`config.mk`:
```
export PLATFORM = sky130hd
export DESIGN_NAME = control_unit_mc
export DESIGN_NICKNAME = d
export VERILOG_FILES = /design/src/rtl/control_unit_mc.sv
export SDC_FILE = /design/constraint.sdc
export NUM_CORES = 1
export LEC_CHECK = 0
export ABC_AREA = 1
export CORE_MARGIN = 2
export CORE_UTILIZATION = 48
export CTS_CLUSTER_SIZE = 40
export DETAILED_ROUTE_END_ITERATION = 16
export PLACE_DENSITY = 0.86
export SLEW_MARGIN = 20
export SYNTH_ARGS = -nofsm -noshare
export SYNTH_HDL_FRONTEND = slang
export SYNTH_SLANG_ARGS = --single-unit
```
`constraint.sdc`:
```
create_clock -name clk -period 1.32 [get_ports clk]
set_clock_uncertainty 0.05 [all_clocks]
set_input_delay 0.264 -clock clk [delete_from_list [all_inputs] [get_ports clk]]
set_output_delay 0.264 -clock clk [all_outputs]
set_load 0.03 [all_outputs]
```
`src/rtl/control_unit_mc.sv`:
```
`timescale 1ns/1ps
// control_unit_mc: registered instruction decoder with a multi-cycle multiply path.
// Single-cycle classes issue one cycle after accept; a multiply parks the FSM in
// MUL and issues its result MUL_LAT cycles after accept.
//
// state | meaning
// IDLE  | accepting requests, single-cycle decode path
// MUL   | multiply in flight, counter running, no new requests taken
module control_unit_mc #(
    parameter int MUL_LAT = 4,
    parameter int EN_MUL  = 1
) (
    input  logic       clk,
    input  logic       rst,
    input  logic       in_valid,
    output logic       in_ready,
    input  logic       S_In,
    input  logic [1:0] Mode,
    input  logic [3:0] Op_Code,
    input  logic       Stall,
    input  logic       Flush,
    output logic       out_valid,
    output logic       Mem_R_En,
    output logic       Mem_W_En,
    output logic       WB_En,
    output logic       B,
    output logic       S_Out,
    output logic [3:0] Exe_CMD,
    output logic       Illegal,
    output logic       Busy
);

    typedef enum logic {IDLE = 1'b0, MUL = 1'b1} state_t;

    state_t     state_q, state_d;
    logic [3:0] cnt_q, cnt_d;
    logic       mul_s_q, mul_s_d;

    logic       out_valid_q, out_valid_d;
    logic       mem_r_q, mem_r_d;
    logic       mem_w_q, mem_w_d;
    logic       wb_q, wb_d;
    logic       b_q, b_d;
    logic       s_out_q, s_out_d;
    logic [3:0] exe_q, exe_d;
    logic       illegal_q, illegal_d;

    logic       accept;
    logic       is_mul;
    logic       cnt_term;

    logic       dec_mem_r, dec_mem_w, dec_wb, dec_b, dec_s, dec_illegal;
    logic [3:0] dec_exe;

    assign in_ready = !rst && !Flush && !Stall && (state_q == IDLE);
    assign accept   = in_valid && in_ready;
    assign is_mul   = (Mode == 2'b11) && (EN_MUL != 0);
    // The counter lands on 0 on the same edge that registers the result, so the
    // terminal compare is against 1; this gives issue exactly MUL_LAT cycles after accept.
    assign cnt_term = (state_q == MUL) && (cnt_q == 4'd1) && !Stall && !Flush;

    // Combinational decode of the single-cycle instruction classes.
    always_comb begin
        dec_mem_r   = 1'b0;
        dec_mem_w   = 1'b0;
        dec_wb      = 1'b0;
        dec_b       = 1'b0;
        dec_s       = S_In;
        dec_illegal = 1'b0;
        dec_exe     = 4'b0000;
        case (Mode)
            2'b00: begin
                dec_wb = 1'b1;
                case (Op_Code)
                    4'b1101: dec_exe = 4'b0001;
                    4'b1111: dec_exe = 4'b1001;
                    4'b0100: dec_exe = 4'b0010;
                    4'b0101: dec_exe = 4'b0011;
                    4'b0010: dec_exe = 4'b0100;
                    4'b0110: dec_exe = 4'b0101;
                    4'b0000: dec_exe = 4'b0110;
                    4'b1100: dec_exe = 4'b0111;
                    4'b0001: dec_exe = 4'b1000;
                    4'b1010: begin
                        dec_exe = 4'b0100;
                        dec_wb  = 1'b0;
                    end
                    4'b1000: begin
                        dec_exe = 4'b0110;
                        dec_wb  = 1'b0;
                    end
                    default: begin
                        dec_illegal = 1'b1;
                        dec_wb      = 1'b0;
                        dec_s       = 1'b0;
                    end
                endcase
            end
            2'b01: begin
                dec_exe   = 4'b0010;
                dec_mem_r = S_In;
                dec_wb    = S_In;
                dec_mem_w = !S_In;
            end
            2'b10: begin
                dec_b = 1'b1;
                dec_s = 1'b0;
            end
            default: begin
                // Only reached with multiply decode disabled.
                dec_illegal = 1'b1;
                dec_s       = 1'b0;
            end
        endcase
    end

    // State, counter and output register update; rst dominates everything.
    always_ff @(posedge clk) begin
        if (rst) begin
            state_q     <= IDLE;
            cnt_q       <= 4'd0;
            mul_s_q     <= 1'b0;
            out_valid_q <= 1'b0;
            mem_r_q     <= 1'b0;
            mem_w_q     <= 1'b0;
            wb_q        <= 1'b0;
            b_q         <= 1'b0;
            s_out_q     <= 1'b0;
            exe_q       <= 4'd0;
            illegal_q   <= 1'b0;
        end else begin
            state_q     <= state_d;
            cnt_q       <= cnt_d;
            mul_s_q     <= mul_s_d;
            out_valid_q <= out_valid_d;
            mem_r_q     <= mem_r_d;
            mem_w_q     <= mem_w_d;
            wb_q        <= wb_d;
            b_q         <= b_d;
            s_out_q     <= s_out_d;
            exe_q       <= exe_d;
            illegal_q   <= illegal_d;
        end
    end

    // Next-state logic: enter MUL on an accepted multiply, leave on terminal count or Flush.
    always_comb begin
        state_d = state_q;
        case (state_q)
            IDLE: if (accept && is_mul) state_d = MUL;
            MUL:  if (Flush || cnt_term) state_d = IDLE;
            default: state_d = IDLE;
        endcase
    end

    // Multiply counter and captured S bit; Stall freezes the count.
    always_comb begin
        cnt_d   = cnt_q;
        mul_s_d = mul_s_q;
        if (Flush) begin
            cnt_d = 4'd0;
        end else if (accept && is_mul) begin
            cnt_d   = 4'(MUL_LAT - 1);
            mul_s_d = S_In;
        end else if (state_q == MUL && !Stall) begin
            cnt_d = cnt_q - 4'd1;
        end
    end

    // Output register next values: Flush clears, Stall holds, otherwise issue or go idle.
    always_comb begin
        out_valid_d = out_valid_q;
        mem_r_d     = mem_r_q;
        mem_w_d     = mem_w_q;
        wb_d        = wb_q;
        b_d         = b_q;
        s_out_d     = s_out_q;
        exe_d       = exe_q;
        illegal_d   = illegal_q;
        if (Flush || !Stall) begin
            out_valid_d = 1'b0;
            mem_r_d     = 1'b0;
            mem_w_d     = 1'b0;
            wb_d        = 1'b0;
            b_d         = 1'b0;
            s_out_d     = 1'b0;
            exe_d       = 4'd0;
            illegal_d   = 1'b0;
            if (!Flush && accept && !is_mul) begin
                out_valid_d = 1'b1;
                mem_r_d     = dec_mem_r;
                mem_w_d     = dec_mem_w;
                wb_d        = dec_wb;
                b_d         = dec_b;
                s_out_d     = dec_s;
                exe_d       = dec_exe;
                illegal_d   = dec_illegal;
            end else if (cnt_term) begin
                out_valid_d = 1'b1;
                wb_d        = 1'b1;
                s_out_d     = mul_s_q;
                exe_d       = 4'b1010;
            end
        end
    end

    assign out_valid = out_valid_q;
    assign Mem_R_En  = mem_r_q;
    assign Mem_W_En  = mem_w_q;
    assign WB_En     = wb_q;
    assign B         = b_q;
    assign S_Out     = s_out_q;
    assign Exe_CMD   = exe_q;
    assign Illegal   = illegal_q;
    assign Busy      = (state_q == MUL);

endmodule

```
# Yosys cells after proc, flatten, opt, wreduce, memory -nomap -nowiden
# Cells that the tools add are included.
word_totals:
  word_cells: 85
  reg_bits: 17
  out_inout_bits: 13
op_classes:
  n_reduce_logical: 29
  n_bitwise: 2
  n_mux: 27
  eq_ne: 14
  addsub: 1
ops:
  columns: ["op", "n"]
  rows:
  - ["4-bit case mux with 9 select lines", 1]
  - ["4-bit equality test, second input constant", 5]
  - ["1-bit 2-to-1 mux", 17]
  - ["4-bit by 3-bit equality test with 1-bit output, second input constant", 3]
  - ["1-bit logical AND", 11]
  - ["11-bit OR reduction", 1]
  - ["9-bit OR reduction", 1]
  - ["4-bit by 1-bit equality test with 1-bit output, second input constant", 2]
  - ["4-bit 2-to-1 mux", 2]
  - ["1-bit case mux with 2 select lines", 4]
  - ["4-bit case mux with 2 select lines", 1]
  - ["2-bit OR reduction", 4]
  - ["1-bit logical NOT", 5]
  - ["2-bit equality test, second input constant", 2]
  - ["4-bit by 2-bit equality test with 1-bit output, second input constant", 1]
  - ["4-bit logical NOT", 1]
  - ["2-bit 2-to-1 mux", 2]
  - ["4-bit by 1-bit subtractor with 4-bit output, second input constant", 1]
  - ["3-bit OR reduction", 1]
  - ["2-bit by 1-bit equality test with 1-bit output, second input constant", 1]
  - ["2-bit logical NOT", 1]
  - ["1-bit logical OR", 2]
  - ["1-bit NOT", 2]
  - ["2-bit AND reduction", 1]
  - ["2-bit nonzero test", 1]

# Longest topological paths before layout
# Gate-level depths: netlist (run 1).
depth:
  depth_word: 8
  ltp_mapped: 10
  depth_no_buf: 10

# Worst setup path after synthesis (run 1)
# Ideal clock, no wire load.
synth_timing:
  path_type: "reg-to-reg"
  from: "register state_q, in the netlist Busy"
  to: "register cnt_q[2]"
  t_required_ns: 1.206
  arrival_ns: 1.381
  path_stages_with_launch: 7
  path_buffers: 0
  setup_slack_ns: -0.175
  period_less_slack_ns: 1.495
  path_cell_list: "dfxtp_1 > nor2_1 > nand2_1 > clkinv_1 > nand3_1 > nand2_1 > nor2_1"
synth_between:
  elab_chain_cells: 5
synth_rtl:
  columns: ["element", "line_no", "rtl"]
  rows:
  - ["start, declared", "35", "state_t state_q, state_d;"]
  - ["start signal, assigned", "132", "state_q <= state_d;"]
  - ["1-bit NOT", null, null]
  - ["1-bit logical AND", "55", "assign in_ready = !rst && !Flush && !Stall && (state_q == IDLE);"]
  - ["net in_ready", "16", "output logic in_ready,"]
  - ["1-bit logical AND", "56", "assign accept = in_valid && in_ready;"]
  - ["1-bit logical AND", "162", "end else if (accept && is_mul) begin"]
  - ["3-bit OR reduction (no line)", null, null]
  - ["end signal, assigned", "133", "cnt_q <= cnt_d;"]
  - ["end, declared", "36", "logic [3:0] cnt_q, cnt_d;"]
# The timed path passes the listed nets, and every way through them passes these cells.
# A chain may end at the register's enable or synchronous reset.

# Final worst setup path (run 1)
layout_timing:
  from: "register state_q, in the netlist Busy"
  to: "output in_ready"
layout_between:
  elab_chain_cells: 2
layout_rtl:
  columns: ["element", "line_no"]
  rows:
  - ["1-bit NOT", null]
  - ["1-bit logical AND", "55"]
  - ["end, declared", "16"]
# No other way between the ends.

==> impl_metrics.csv, run 1 <==
group,metric,value,unit
run_status,status,"finished clean",
placement,place_congestion,0.889,
placement,hpwl,1.81,mm
detailed_routing,routedWlPerCell,11.6,um
pwr,p_leak,0.703,nW
floorplanning,rows,16,
critical_path,crit_start,"Busy$_SDFF_PP0_",
pwr,clkPwrFrac,28.8,%
placement,portBuffers,24,
synth,syn_nets,165,
sta,fin_crit,1.31,ns
detailed_routing,drc,0,
detailed_routing,ant_nets,0,
floorplanning,die_y,49.6,um
layout,antenna_cells,0,
synth,ys_warn_count,0,
synth,yosys.area.top_type,"dfxtp_1",
sta,fin_hold_ws,0.413,ns
detailed_routing,drtPass1Iterations,5,
sta,setup_viol,0,
synth,yosysMostFrequentCell,"nand2_1",
pwr,p_per_area,714,mW/mm^2
clocking,cts_buffers,3,
worst_hold_path,hold_depth,2,
floorplanning,io_pins,25,
clocking,clk_pin_slew,0.10,ns
synth,avgSynthCellArea,6.78,um^2
critical_path,crit_arrival,1.00,ns
pwr,p_sw,277,uW
floorplanning,dieWidth,49.6,um
clocking,cts_hold_buf,0,
clocking,cts_tree,"yes",
critical_path,path_max_fanout,4,
pwr,power_frac_seq,52.3,%
synth,synth-edff-count,0,
detailed_routing,totalWireLength,2.44,mm
layout,layout-drive-gt1-share,24.6,%
floorplanning,initial_core_util,50.8,%
synth,ys_top_cells_by_area,"dfxtp_1 34%, nand2_1 16%, inv_1 9.4%",
global_route,grt_remaining_overflow,0,
sta,tightest_slew,0.378,ns
floorplanning,die_area,0.00246,mm^2
detailed_routing,drt-vias-per-instance,5.14,
pwr,peakVddDrop,0.000589,V
layout,stdcell_area,0.00139,mm^2
critical_path,cp.required,1.01,ns
detailed_routing,drtIter0Drc,35,
critical_path,reg2regPathDepth,8,
clocking,clock_latency,0.30,ns
global_route,grt_max_degree,11,
critical_path,r2r_start,"Busy$_SDFF_PP0_",
sta,finalMaxSlewViolations,0,
clocking,clockBufferDepth,2,
critical_path,rrSetupSlack,0.07,ns
clocking,clock_sinks,17,
clocking,htreeDepth,1,
worst_hold_path,min_to,"mul_s_q$_SDFFE_PP0P_",
worst_hold_path,min_from,"mul_s_q$_SDFFE_PP0P_",
critical_path,critPathKind,"flop to output port",
sta,hold_violations,0,
sta,fin_crit_sh,99.4,%
placement,place_area,0.00131,mm^2
synth,synth_top_area_share,34.1,%
pwr,p_sw_share,28.0,%
layout,syn2layout_area_growth,39.3,%
synth,ys_seq_area_share,34.1,%
synth,synth.distinct_cells,22,
critical_path,endpoint_kind,"output port",
synth,async_flop_share,0,%
clocking,clock-root-buffer,"clkbuf_4",
run,cap_violations,0,
synth,ys_ff_latch,17,
worst_hold_path,holdCritPathClass,"flop to flop",
pwr,p_int,714,uW
pwr,pwr-share-comb,18.9,%
global_route,grt_pass1_wl,4.06,mm
synth,synth.top_cells.by_count,"42 x nand2_1, 25 x inv_1, 17 x dfxtp_1, 14 x nand3_1, 14 x nor2_1",
layout,utilization,70.8,%
sta,rsz0062_at_grt,"yes",
floorplanning,core,0.00196,mm^2
synth,synth-main-ff-cell,"dfxtp_1",
critical_path,cp-start-kind,"flop",
global_route,antenna_found_initial,0,
sta,fmax,762,MHz
synth,syn_area,997,um^2
layout,finalNetCount,202,
critical_path,worst_r2r_endpoint,"S_Out$_SDFFE_PP0P_",
synth,netlist_instances,147,
detailed_routing,vias,1080,
global_route,grt_pass1_vias,968,
global_route,grt_usage,20.8,%
sta,slew_headroom,74.6,%
## metrics by stage
step | power [mW] | setup TNS, ns | cells | setup WS [ns]
final | 0.992 | 0 | 210 | 0.00798
after global routing | 1.04 | -0.120 | 210 | -0.0430
after CTS | 0.986 | 0 | 210 | 0.00318
after detailed placement | 0.705 | -5.32 | 204 | -0.357
after global placement | 0.700 | -4.87 | 204 | -0.333
after floorplan | 0.627 | 0 | 147 | 0.0404
## worst max path at each step
stage               cells past startpoint                 endpoint
floorplan                               6     mul_s_q$_SDFFE_PP0P_
global placement                        9  Exe_CMD[1]$_SDFFE_PP0P_
detailed placement                      7       S_Out$_SDFFE_PP0P_
CTS                                     1                  Illegal
global route                           11       WB_En$_SDFFE_PP0P_
finish                                  4                 in_ready
## placed cells by master, fill, tap and decap left out, types with 2 or more instances in the layout
cell and n:
clkdlybuf4s50_1 4, nand3_1 11, clkdlybuf4s15_2 4, clkbuf_2 2
buf_4 17, ha_1 4, o21ai_1 2, o21ai_0 4
xor2_1 2, dfxtp_1 15, nor2_1 11, a21oi_1 9
clkbuf_4 3, nor2_4 3, nand2_2 2, nand3_2 4
nand2_1 40, ha_2 2, inv_1 24, dlymetal6s2s_1 3
dlygate4sd2_1 4
## worst max-delay path: stages, from the launching register on
cell      delay [ns]
dfxtp_4         0.37
nor2_4          0.09
nand2_2         0.06
clkinv_2        0.05
buf_6           0.12
## per-layer routing
layer / share of wire, % / vias up / GRT usage, %
met4: 2.4 / 0 / 6.94
met2: 51 / 45 / 36.9
li1: - / 530 / -
met3: 6.1 / 10 / 3.33
met5: 0 / - / 0
met1: 40 / 495 / 25.2
## cell families (layout without fill, tap and decap cells)
family	count (synthesis)	after routing	synth area share [%]
DFF	17	17	34.1
AOI/OAI and AO/OA	16	16	8.28
xor gates and xnor gates	3	3	2.64
and+or+nand+nor	76	76	35.3
adders and majority gates	6	6	7.53
buffers and inverters	29	65	12.2
## final cells by class
type                            instances  area, um^2
Inverter                               26        98.8
Tap cell                               27        33.8
Multi-Input combinational cell        101         578
Fill cell                             182         573
Sequential cell                        17         345
Timing Repair Buffer                   35         307
Clock buffer                            4        26.3
## power by group through the flow
stage | clock (mW) | sequential [mW] | combinational, mW
2_1_floorplan | 0 | 0.539 | 0.0886
3_3_place_gp | 0 | 0.532 | 0.168
3_5_place_dp | 0 | 0.532 | 0.173
4_1_cts | 0.288 | 0.520 | 0.177
5_1_grt | 0.314 | 0.520 | 0.206
6_report | 0.285 | 0.519 | 0.187
## repair_timing
action	4_1_cts	5_1_grt
endpoints found under the setup margin	12	11
gates resized for setup	24	17
setup buffers	2	0
pin swaps	2	2
Note: power is estimated with default switching activity, not from simulation.
==> inputs of run 2 (changes only) <==
--- a/config.mk
+++ b/config.mk
@@ -11,6 +11,7 @@
 export CTS_CLUSTER_SIZE = 40
 export DETAILED_ROUTE_END_ITERATION = 16
 export PLACE_DENSITY = 0.86
+export SKIP_CTS_REPAIR_TIMING = 1
 export SLEW_MARGIN = 20
 export SYNTH_ARGS = -nofsm -noshare
 export SYNTH_HDL_FRONTEND = slang
==> run 2 against run 1 <==
  * The run now ends with setup timing left
  * Critical path depth stayed put
  * Core utilization grew 3.3 points
  * First-iteration DRC count decreased by 26%
  * Worst setup slack worse by 0.012 ns
  * Combinational power up 3%
  * Final cell count increased by 1.4%
  * Final area rose by 4.7%
  * Register-to-register slack about the same
  * Clock power barely moved
==> impl_metrics.csv, run 2 (same netlist as run 1, synthesis figures left out) <==
group,metric,value,unit
clocking,cts_buffers,3,
critical_path,worst_r2r_endpoint,"S_Out$_SDFFE_PP0P_",
global_route,grt_max_degree,11,
clocking,htreeDepth,1,
critical_path,cp.required,1.01,ns
detailed_routing,totalWireLength,2.52,mm
pwr,total_power,994,uW
sta,slew_headroom,74.2,%
layout,layout_commonest_cell,"nand2_1",
floorplanning,initial_core_util,50.8,%
placement,place_congestion,0.889,
pwr,p_sw_share,27.7,%
sta,rsz0062_at_grt,"yes",
clocking,cts_tree,"yes",
detailed_routing,drtPass1Iterations,4,
pwr,p_leak,0.856,nW
layout,layout-drive-gt1-share,23.7,%
sta,finalMaxSlewViolations,0,
layout,layout_common_cells,"39 x nand2_1, 24 x inv_1, 20 x buf_4",
detailed_routing,vias,1079,
critical_path,cp-start-kind,"flop",
detailed_routing,drtIter0Drc,26,
clocking,clk_pin_slew,0.09,ns
global_route,grt_pass1_vias,933,
global_route,grt_usage,19.9,%
layout,finalNetCount,205,
placement,portBuffers,24,
pwr,pwr-share-comb,19.4,%
sta,hold_violations,0,
layout,antenna_cells,0,
critical_path,reg2regPathDepth,8,
run_status,status,"complete, but fails checks",
critical_path,path_max_fanout,4,
sta,postLayoutSetupSlackWorst,-0.00375,ns
run_status,violations,"setup timing",
pwr,p_int,719,uW
global_route,grt_remaining_overflow,0,
worst_hold_path,min_from,"rst",
sta,fin_crit_sh,100,%
clocking,clockBufferDepth,2,
sta,tightest_slew,0.384,ns
floorplanning,die_area,0.00246,mm^2
placement,hpwl,1.81,mm
worst_hold_path,min_to,"Busy$_SDFF_PP0_",
critical_path,rrSetupSlack,0.07,ns
sta,tns,-0.00375,ns
sta,fin_crit,1.32,ns
clocking,clock_sinks,17,
critical_path,crit_chain,"nor2_4 -> nand2_2 -> inv_2 -> buf_6",
run,cap_violations,0,
floorplanning,core,0.00196,mm^2
placement,place_inst,204,
worst_hold_path,holdCritPathClass,"input pin to flop",
detailed_routing,routedWlPerCell,11.8,um
worst_hold_path,hold_depth,4,
critical_path,cp_slowest_cell,"dfxtp_4",
layout,utilization,74.1,%
clocking,clock-root-buffer,"clkbuf_4",
global_route,grt_pass1_wl,3.90,mm
pwr,p_per_area,684,mW/mm^2
pwr,power_frac_seq,52.2,%
critical_path,critPathKind,"flop to output port",
critical_path,r2r_start,"Busy$_SDFF_PP0_",
sta,setup_viol,1,
sta,fin_hold_ws,0.305,ns
floorplanning,rows,16,
critical_path,crit_arrival,1.01,ns
layout,fin_cells,213,
detailed_routing,drt-vias-per-instance,5.07,
sta,fmax,755,MHz
floorplanning,dieWidth,49.6,um
critical_path,slowest_delay,0.37,ns
detailed_routing,ant_nets,0,
layout,syn2layout_area_growth,45.8,%
floorplanning,die_y,49.6,um
detailed_routing,drc,0,
pwr,clkPwrFrac,28.4,%
floorplanning,io_pins,25,
critical_path,endpoint_kind,"output port",
pwr,peakVddDrop,0.000587,V
global_route,antenna_found_initial,0,
pwr,p_sw,275,uW
clocking,clock_latency,0.29,ns
run 2: cell types whose count changed in the layout (fill, tap and decap cells not counted), moves of 2 or more:
cell / before / now
clkbuf_2: 2 / 0
buf_4: 17 / 20
nand3_2: 4 / 2
dlygate4sd2_1: 4 / 0
dlymetal6s2s_1: 3 / 13
clkdlybuf4s15_2: 4 / 0
run 2: cell type report:
| type | count | area (um^2) |
|---|---|---|
| clock buffers | 4 | 26.3 |
| fillers | 170 | 508 |
| inverters | 26 | 97.6 |
| multi-input cells | 101 | 586 |
| flip-flops and latches | 17 | 347 |
| well taps | 27 | 33.8 |
| repair buffers | 38 | 364 |
run 2: critical path: cells and delay by family (launching register included):
kind	cells	cell delay, ns
DFF	1	0.37
buffers and inverters	2	0.19
and+or+nand+nor	2	0.15
run 2: worst max path at each step:
stage | start | endpoint | slack (ns) | cells after the start
2_1_floorplan | Busy$_SDFF_PP0_ | mul_s_q$_SDFFE_PP0P_ | 0.04 | 6
3_3_place_gp | Mode[0] | Exe_CMD[1]$_SDFFE_PP0P_ | -0.33 | 9
3_5_place_dp | Mode[0] | S_Out$_SDFFE_PP0P_ | -0.36 | 7
4_1_cts | Exe_CMD[2]$_SDFFE_PP0P_ | Exe_CMD[2] | -0.32 | 1
5_1_grt | Busy$_SDFF_PP0_ | in_ready | -0.05 | 4
6_report | Busy$_SDFF_PP0_ | in_ready | -0.004 | 4
run 2: power by group through the flow:
stage / registers, mW / logic [mW] / clock network [mW]
floorplan: 0.539 / 0.0886 / 0
global placement: 0.532 / 0.168 / 0
detailed placement: 0.532 / 0.173 / 0
CTS: 0.520 / 0.174 / 0.288
global route: 0.519 / 0.212 / 0.314
finish: 0.519 / 0.193 / 0.282
run 2: per-layer routing:
metal | track usage [%] | vias up | routed length (um)
li1 | - | 533 | -
met1 | 24.3 | 510 | 1060
met2 | 35.1 | 32 | 1310
met3 | 3.03 | 4 | 124
met4 | 6.94 | 0 | 21
met5 | 0 | - | 0
run 2: stage by stage:
stage | worst slack, ns | instance area [um^2]
floorplan | 0.0404 | 1010
global placement | -0.333 | 1310
detailed placement | -0.357 | 1310
CTS | -0.325 | 1330
global route | -0.0502 | 1450
finish | -0.00375 | 1450
==> inputs of run 3 (changes only) <==
--- a/config.mk
+++ b/config.mk
@@ -5,12 +5,13 @@
 export SDC_FILE = /design/constraint.sdc
 export NUM_CORES = 1
 export LEC_CHECK = 0
-export ABC_AREA = 1
+export ABC_AREA = 0
 export CORE_MARGIN = 2
-export CORE_UTILIZATION = 48
+export CORE_UTILIZATION = 47
 export CTS_CLUSTER_SIZE = 40
 export DETAILED_ROUTE_END_ITERATION = 16
-export PLACE_DENSITY = 0.86
+export PLACE_DENSITY = 0.85
+export REMOVE_ABC_BUFFERS = 1
 export SKIP_CTS_REPAIR_TIMING = 1
 export SLEW_MARGIN = 20
 export SYNTH_ARGS = -nofsm -noshare
==> run 3 against run 2 <==
  * The run still ends with setup timing left
  * Worst setup slack lost 0.46 ns
  * Power grew 6.4%
  * Core utilization up 8.1 points
  * Clock power is 6% higher
  * Final cell count fell by 11%
  * Routed wire length is 27% higher
  * Global-route usage increased by 2.6 points
  * Synthesized cell count is 24% lower
  * Clock-buffer cell count is 1 lower
  * Sequential cell count unchanged
  * Register-to-register slack worse by 0.53 ns
==> impl_metrics.csv, run 3 <==
group,metric,value,unit
run_status,status,"complete, but fails checks",
run_status,violations,"setup timing",
synth,syn_area,965,um^2
clocking,clock-root-buffer,"clkbuf_4",
layout,layout-drive-gt1-share,41.4,%
floorplanning,core,0.00194,mm^2
floorplanning,dieWidth,49.3,um
synth,ys_top_cells_by_area,"dfxtp_1 35%, ha_1 7.8%, inv_1 3.9%",
layout,antenna_cells,0,
sta,fin_hold_ws,0.358,ns
synth,async_flop_share,0,%
clocking,clock_sinks,17,
sta,slew_headroom,76.9,%
global_route,use_met1,24.1,%
clocking,cts_buffers,3,
pwr,p_per_area,663,mW/mm^2
synth,synth_top_area_share,35.3,%
floorplanning,die_area,0.00243,mm^2
critical_path,slowest_delay,0.59,ns
detailed_routing,totalWireLength,3.21,mm
global_route,grt_pass1_vias,967,
critical_path,endpoint_kind,"output port",
pwr,clkPwrFrac,28.3,%
sta,finalMaxSlewViolations,0,
global_route,grt_remaining_overflow,0,
global_route,grtUsageMet3,4.91,%
clocking,clock_latency,0.30,ns
critical_path,path_max_fanout,4,
critical_path,cp.required,1.01,ns
global_route,antenna_found_initial,0,
layout,finalNetCount,181,
pwr,p_leak,0.800,nW
layout,n_fill_cell,102,
global_route,grt_pass1_wl,4.14,mm
detailed_routing,drt-vias-per-instance,5.48,
critical_path,cp-start-kind,"flop",
clocking,cts_tree,"yes",
placement,dp_slack,-0.718,ns
floorplanning,io_pins,25,
run,cap_violations,0,
floorplanning,rows,16,
pwr,peakVddDrop,0.000584,V
sta,fmax,559,MHz
synth,avgSynthCellArea,8.69,um^2
critical_path,crit_arrival,1.47,ns
clocking,clockBufferDepth,2,
synth,synth.distinct_cells,35,
placement,hpwl,1.89,mm
detailed_routing,routedWlPerCell,17.0,um
sta,rsz0062_at_grt,"yes",
clocking,htreeDepth,1,
critical_path,critPathKind,"flop to output port",
synth,ys_seq_area_share,35.3,%
placement,place_congestion,0.854,
synth,synth-edff-count,0,
layout,syn2layout_area_growth,65.5,%
sta,fin_crit,1.79,ns
detailed_routing,ant_nets,0,
synth,ys_warn_count,0,
pwr,power_frac_seq,49.5,%
global_route,grt_busiest_layer,"met2",
global_route,grt_max_degree,15,
layout,layout_common_cells,"29 x buf_4, 14 x dfxtp_1, 9 x dlymetal6s2s_1",
detailed_routing,drtIter0Drc,24,
synth,ys_ff_latch,17,
synth,synth.top_cells.by_count,"17 x dfxtp_1, 10 x inv_1, 10 x nor2_1",
global_route,grt_usage,22.5,%
pwr,pwr-share-comb,22.2,%
floorplanning,die_y,49.3,um
sta,hold_violations,0,
worst_hold_path,holdCritPathClass,"input pin to flop",
pwr,p_int,746,uW
sta,postLayoutSetupSlackWorst,-0.468,ns
sta,setup_viol,18,
synth,netlist_instances,111,
synth,synth-main-ff-cell,"dfxtp_1",
placement,portBuffers,24,
critical_path,cp_slowest_cell,"or4_4",
critical_path,crit_chain,"or4_4 -> inv_4 -> buf_6",
sta,tightest_slew,0.338,ns
detailed_routing,drtPass1Iterations,5,
synth,yosys.area.top_type,"dfxtp_1",
detailed_routing,drc,0,
pwr,p_sw,312,uW
detailed_routing,vias,1036,
sta,tns,-4.90,ns
synth,yosysMostFrequentCell,"dfxtp_1",
sta,fin_crit_sh,135,%
floorplanning,initial_core_util,49.7,%
layout,layout_commonest_cell,"buf_4",
global_route,grt_use_met2,40.5,%
clocking,clk_pin_slew,0.10,ns
pwr,p_sw_share,29.5,%
run 3: cell types whose count changed in the layout (fill, tap and decap cells not counted), sizes merged, moves of 4 or more:
cell / before / now
nor2: 16 / 11
nand3: 16 / 3
clkdlybuf4s50: 4 / 8
dlymetal6s2s: 13 / 9
nand2: 42 / 6
inv: 26 / 10
a21oi: 9 / 5
buf: 21 / 35
and3: 0 / 5
nand3b: 0 / 5
run 3: path summary, 6_finish.rpt:
| kind | startpoint | end | slack (ns) | cells past startpoint |
|---|---|---|---|---|
| worst max-delay path | Busy$_SDFF_PP0_ | in_ready | -0.47 | 3 |
| worst min-delay path | rst | Mem_R_En$_SDFFE_PP0P_ | 0.36 | 3 |
| worst max register to register | Busy$_SDFF_PP0_ | mul_s_q$_SDFFE_PP0P_ | -0.46 | 6 |
| worst min register to register | out_valid$_SDFFE_PP0P_ | out_valid$_SDFFE_PP0P_ | 0.43 | 2 |
run 3: area by class of cell:
| cell class | count | area, um^2 | area share (%) |
|---|---|---|---|
| clock buffers | 3 | 22.5 | 1.41 |
| clock inverters | 1 | 5.00 | 0.313 |
| inverters | 10 | 40.0 | 2.51 |
| multi-input cells | 79 | 673 | 42.2 |
| flip-flops and latches | 17 | 344 | 21.6 |
| well taps | 27 | 33.8 | 2.12 |
| repair buffers | 52 | 478 | 29.9 |
run 3: stage by stage:
step,total power [mW],util (%),instances,cell area (um^2)
floorplan,0.614,-,106,943
CTS,1.03,72.5,185,1410
finish,1.06,82.2,189,1600
global route,1.09,82.2,189,1600
global placement,0.728,71.1,181,1380
detailed placement,0.734,71.1,181,1380
run 3: kinds of logic (layout without fill, tap and decap cells):
logic type | after synthesis | after routing | share of synthesized area, %
and+or+nand+nor | 42 | 42 | 26.2
AOI/OAI and AO/OA | 25 | 25 | 19.1
DFF | 17 | 17 | 35.3
buffers and inverters | 15 | 66 | 6.10
adders and majority gates | 6 | 6 | 7.78
xor gates and xnor gates | 5 | 5 | 4.54
muxes | 1 | 1 | 1.04
run 3: worst max-delay path: cells and delay by family (launching register included):
| kind | cells | cell delay (ns) |
|---|---|---|
| buffers and inverters | 2 | 0.23 |
| DFF | 1 | 0.34 |
| and+or+nand+nor | 1 | 0.59 |
run 3: layer usage:
metal / routed length, um / part of all wire, % / up-vias
li1: - / - / 499
met1: 1300 / 40 / 488
met2: 1660 / 52 / 38
met3: 134 / 4.2 / 11
met4: 114 / 3.6 / 0
met5: 0 / 0 / -
run 3: power groups by stage:
stage               Combinational, mW  Sequential [mW]  Clock (mW)
finish                          0.235            0.523       0.300
global route                    0.249            0.524       0.322
CTS                             0.202            0.523       0.304
floorplan                      0.0685            0.546           0
global placement                0.194            0.534           0
detailed placement              0.199            0.534           0
